`src/rtl/nios2_oci_dct_packer.sv`:
```
// nios2_oci_dct_packer: packs 2-bit trace atoms into a 30-bit buffer and hands packets to the trace FIFO
// Optional cycle timestamp on packets: define NIOS2_OCI_DCT_TIMESTAMP_EN.
module nios2_oci_dct_packer #(
    parameter int ATOM_W    = 2,
    parameter int NUM_ATOMS = 15,
    parameter int DROP_W    = 8
) (
    input  logic                        clk,
    input  logic                        reset,
    input  logic                        trace_enable,
    input  logic                        atom_valid,
    input  logic [ATOM_W-1:0]           atom_data,
    output logic                        atom_ready,
    input  logic                        flush,
    output logic [ATOM_W*NUM_ATOMS-1:0] dct_buffer,
    output logic [3:0]                  dct_count,
    output logic                        pkt_valid,
    input  logic                        pkt_ready,
    output logic [ATOM_W*NUM_ATOMS-1:0] pkt_data,
    output logic [3:0]                  pkt_count,
    output logic [15:0]                 pkt_timestamp,
    output logic                        overflow,
    input  logic                        overflow_clr,
    output logic [DROP_W-1:0]           drop_count
);
    localparam int BUF_W = ATOM_W * NUM_ATOMS;

    typedef enum logic [1:0] {DISABLED, FILL, DRAIN} state_t;

    state_t      state;
    logic        flush_pending;
    logic        out_free;
    logic        transfer;
    logic        accept;
    logic        drop;
    logic [3:0]  slot;
    logic [3:0]  next_count;
    logic [15:0] first_ts;

    // Handshake and accept/drop decisions; an atom arriving on a transfer cycle lands in slot 0
    always_comb begin
        out_free   = !pkt_valid || pkt_ready;
        transfer   = out_free && (dct_count == 4'(NUM_ATOMS) ||
                     ((flush_pending || state == DRAIN) && dct_count != 4'd0));
        atom_ready = state == FILL && (dct_count < 4'(NUM_ATOMS) || transfer);
        accept     = atom_valid && atom_ready;
        drop       = atom_valid && !atom_ready && state != DISABLED;
        slot       = transfer ? 4'd0 : dct_count;
        next_count = slot + {3'd0, accept};
    end

    // Accumulator: LSB-first packing, cleared when its contents move to the packet register
    always_ff @(posedge clk) begin
        if (reset) begin
            dct_buffer <= '0;
            dct_count  <= '0;
        end else begin
            dct_buffer <= (transfer ? '0 : dct_buffer) |
                          (accept ? BUF_W'(atom_data) << (ATOM_W * slot) : '0);
            dct_count  <= next_count;
        end
    end

    // Packet register: loads on transfer, holds until the FIFO takes it
    always_ff @(posedge clk) begin
        if (reset) begin
            pkt_valid     <= 1'b0;
            pkt_data      <= '0;
            pkt_count     <= '0;
            pkt_timestamp <= '0;
        end else if (transfer) begin
            pkt_valid     <= 1'b1;
            pkt_data      <= dct_buffer;
            pkt_count     <= dct_count;
            pkt_timestamp <= first_ts;
        end else if (pkt_ready) begin
            pkt_valid     <= 1'b0;
        end
    end

    // Pending flush survives until it produces a packet, or is dropped when there is nothing to send
    always_ff @(posedge clk) begin
        if (reset)
            flush_pending <= 1'b0;
        else
            flush_pending <= transfer ? 1'b0 : flush ? 1'b1 :
                             dct_count == 4'd0 ? 1'b0 : flush_pending;
    end

    // Sticky overflow and saturating drop counter; clear wins over a same-cycle drop
    always_ff @(posedge clk) begin
        if (reset || overflow_clr) begin
            overflow   <= 1'b0;
            drop_count <= '0;
        end else if (drop) begin
            overflow   <= 1'b1;
            drop_count <= &drop_count ? drop_count : drop_count + 1'b1;
        end
    end

    // Capture sequencing: drain leftover atoms as a final packet when tracing stops
    always_ff @(posedge clk) begin
        if (reset)
            state <= DISABLED;
        else
            case (state)
                DISABLED: if (trace_enable) state <= FILL;
                FILL:     if (!trace_enable) state <= next_count != 4'd0 ? DRAIN : DISABLED;
                DRAIN:    if (trace_enable) state <= FILL;
                          else if (transfer) state <= DISABLED;
                default:  state <= DISABLED;
            endcase
    end

`ifdef NIOS2_OCI_DCT_TIMESTAMP_EN
    logic [15:0] cycle_ctr;

    // Free-running cycle counter; stamp latched when a packet's first atom lands
    always_ff @(posedge clk) begin
        if (reset) begin
            cycle_ctr <= '0;
            first_ts  <= '0;
        end else begin
            cycle_ctr <= cycle_ctr + 16'd1;
            if (accept && slot == 4'd0) first_ts <= cycle_ctr;
        end
    end
`else
    assign first_ts = '0;
`endif

endmodule
```
`config.mk`:
```
export PLATFORM = sky130hd
export DESIGN_NAME = nios2_oci_dct_packer
export DESIGN_NICKNAME = d
export VERILOG_FILES = /design/src/rtl/nios2_oci_dct_packer.sv
export SDC_FILE = /design/constraint.sdc
export NUM_CORES = 1
export LEC_CHECK = 0
export CAP_MARGIN = 5
export CORE_MARGIN = 2
export CORE_UTILIZATION = 35
export CTS_BUF_LIST = sky130_fd_sc_hd__clkbuf_8
export DETAILED_ROUTE_END_ITERATION = 8
export DONT_BUFFER_PORTS = 1
export PLACE_DENSITY_LB_ADDON = 0.08
export SETUP_SLACK_MARGIN = 0.4
export SYNTH_ARGS = -nofsm -noshare
export SYNTH_HDL_FRONTEND = slang
export SYNTH_SLANG_ARGS = --single-unit
```
`constraint.sdc`:
```
create_clock -name clk -period 4.71 [get_ports clk]
set_input_delay 0.7065 -clock clk [delete_from_list [all_inputs] [get_ports clk]]
set_output_delay 0.7065 -clock clk [all_outputs]
set_load 0.02 [all_outputs]
```
==> reports/qor.yml <==
status:
  status: "finished clean"
global_route:
  grt_max_degree: 85
  grtUsageTotal: 0.156
  grt_pass1_wl_um: 13900
  grt-ovfl-total: 0
  grt_pass1_vias: 2458
  antenna_found_initial: 0
synthesis:
  syn_area_mm2: 0.00374
  synth_cell_types: 55
  synth-warning-count: 0
  postSynth.asyncResetShare: 0
  syn-instance-count: 385
  synth-seq-cells: 81
  synth-main-ff-cell: "dfxtp_1"
  synth_edf_count: 0
  avgSynthCellArea_um2: 9.72
  seq_area_frac_synth: 0.433
floorplanning:
  num_rows: 37
  io_pins: 104
  fp.dieW_um: 107
  start_util: 0.361
  die_area_mm2: 0.0115
  die_y_um: 107
  core_area_mm2: 0.0104
critical_path:
  r2r_start: "dct_count[0]$_SDFF_PP0_"
  cp.arrival_ps: 3220
  start_kind: "register"
  critPathKind: "reg2reg"
  max_stage_delay_ps: 660
  crit_slowest_cell: "or4_4"
  critPathMaxFanout: 15
  crit_chain: "or4_4 > o21ai_4 > a21bo_2 > and2_1 > ha_1 > or2_2 > o21ai_0 > a2111oi_0 > a32o_1"
  setup.worst_path.end_class: "register"
  required_ps: 5000
  timing.rr.end: "state[1]$_SDFFE_PP0P_"
  ff2ff_setup_slack_ps: 1780
  reg2reg_depth: 9
pwr:
  p_leak_nw: 1.40
  ir_drop_mv: 0.171
  power_mw: 1.40
  power_density_mw_per_mm2: 353
sta:
  whs_ps: 428
  skew_ps: 6.47
  worst_slew_pin_slew_ps: 1100
  finalSetupViolCount: 0
  fin_crit_sh: 0.621
  tns_ps: 0
  grt_setup_unrepaired: "false"
  max_freq_mhz: 342
  slew_viol_final: 0
  fin_crit_ps: 2930
  slew_headroom: 0.260
  finalHoldViolations: 0
hold_path:
  hold_depth: 1
  hp-start: "reset"
  hold_path_class: "in2reg"
  holdPathEnd: "state[0]$_SDFFE_PP0P_"
routing:
  routedWlPerCell_um: 17.2
  vias: 2599
  routed_wl_um: 8850
  dr.pass1.iters: 5
  via_per_inst: 5.07
  drc: 0
  drt_first_iter_violations: 164
  ant_nets: 0
clocking:
  clk_pin_slew_ps: 80
  root_buffer: "clkbuf_8"
  clockBufferDepth: 2
  numCtsBuffers: 9
  cts_tree: "built"
  clkLatencyLatePin_ps: 350
  postCtsSetupRepairBufs: 0
  cts_htree_levels: 3
  clkSinkCount: 81
  cts_hold_buffers: 0
  cts_resized: 0
layout:
  final_nets: 385
  area_growth_pct: 6.35
  fin_area_mm2: 0.00398
  final_common_cell: "dfxtp_1"
  antenna_cells: 0
  final_cell_mix: "81 x dfxtp_1, 70 x nand2b_1, 34 x mux2i_1"
  drive_gt1_frac: 0.0769
placement:
  dp_hpwl_um: 6160
  io_buffers: 0
  postPlaceCellArea_mm2: 0.00372
  place_congestion: 0.774
flow_run:
  drv_cap: 0
## stage by stage
stage               cells  setup WS (ps)   util
finish                513           1780  0.384
global route          513           1580  0.384
CTS                   513           1740  0.384
detailed placement    498           1760  0.359
global placement      498           1840  0.359
floorplan             400           2180      -
## worst max path at each step
stage                                  from  depth (start not counted)  slack [ps]               endpoint
CTS                 dct_count[0]$_SDFF_PP0_                          9        1740  state[1]$_SDFFE_PP0P_
global placement    dct_count[0]$_SDFF_PP0_                          9        1840  state[1]$_SDFFE_PP0P_
floorplan                         pkt_ready                         11        2180  state[1]$_SDFFE_PP0P_
detailed placement  dct_count[0]$_SDFF_PP0_                          9        1760  state[1]$_SDFFE_PP0P_
finish              dct_count[0]$_SDFF_PP0_                          9        1780  state[1]$_SDFFE_PP0P_
global route        dct_count[0]$_SDFF_PP0_                          9        1580  state[1]$_SDFFE_PP0P_
## state kept, by name (all words and copies together), names as in the netlist
name	count
drop_count	8
state	2
dct_buffer	30
pkt_data	30
flush_pending	1
dct_count	4
overflow	1
pkt_valid	1
pkt_count	4
## power breakdown
group / total [mW] / switching [mW] / internal [mW]
clock: 0.654 / 0.252 / 0.402
combinational: 0.0558 / 0.0344 / 0.0214
sequential: 0.694 / 0.00748 / 0.687
total: 1.40 / 0.294 / 1.11
## cell families after synthesis
kind of cell               after synthesis  share of synthesized area
and+or+nand+nor                        152                      0.244
DFF                                     81                      0.433
AOI/OAI and AO/OA                       70                      0.143
buffers and inverters                   43                     0.0746
muxes                                   34                     0.0910
adders and majority gates                3                     0.0100
other                                    1                    0.00100
xor gates and xnor gates                 1                    0.00234
## cell type report
| cell class | instances | area (um^2) |
|---|---|---|
| Clock buffer | 9 | 124 |
| Clock inverter | 6 | 133 |
| Fill cell | 1052 | 6390 |
| Inverter | 3 | 11.3 |
| Multi-Input combinational cell | 276 | 1900 |
| Sequential cell | 81 | 1620 |
| Tap cell | 136 | 170 |
| Timing Repair Buffer | 2 | 15.0 |
## synthesized netlist by cell type (2+ instances only)
cell       number  share of area
nand4_1         5         0.0084
o211ai_1        2         0.0040
o31ai_1         3         0.0060
clkbuf_1       13          0.013
dfxtp_1        81           0.43
o2bb2ai_1       8          0.019
inv_1           3         0.0030
nor3_2          2         0.0054
a32o_1          5          0.013
a21oi_1        14          0.019
nand2b_1       70           0.12
a21o_1          3         0.0060
and2_1          7          0.012
ha_1            3          0.010
or3_1           3         0.0050
a211oi_1        2         0.0040
a22o_1         10          0.023
nand2_1        10          0.010
nor4_1          3         0.0050
nor2b_1         5         0.0084
nand3_1        12          0.016
and3_1          6          0.010
buf_4          17          0.034
buf_2           5         0.0067
or2_2           3         0.0050
a31oi_1         2         0.0033
mux2i_1        34          0.091
nor2_1         17          0.017
buf_12          2          0.011
buf_6           2         0.0060
o21ai_0         9          0.012
## worst max-delay path: cells and delay by family (launching register included)
kind	cells	cell delay (ps)
adders and majority gates	1	170
AOI/OAI and AO/OA	5	1180
and+or+nand+nor	3	950
DFF	1	550
## routing by layer
metal	vias up	share of wire	track usage
met5	-	0	0
li1	1299	-	-
met2	70	0.44	0.227
met1	1221	0.47	0.214
met4	0	0.011	0.0440
met3	9	0.081	0.0617
(Power assumes the default switching activity.)
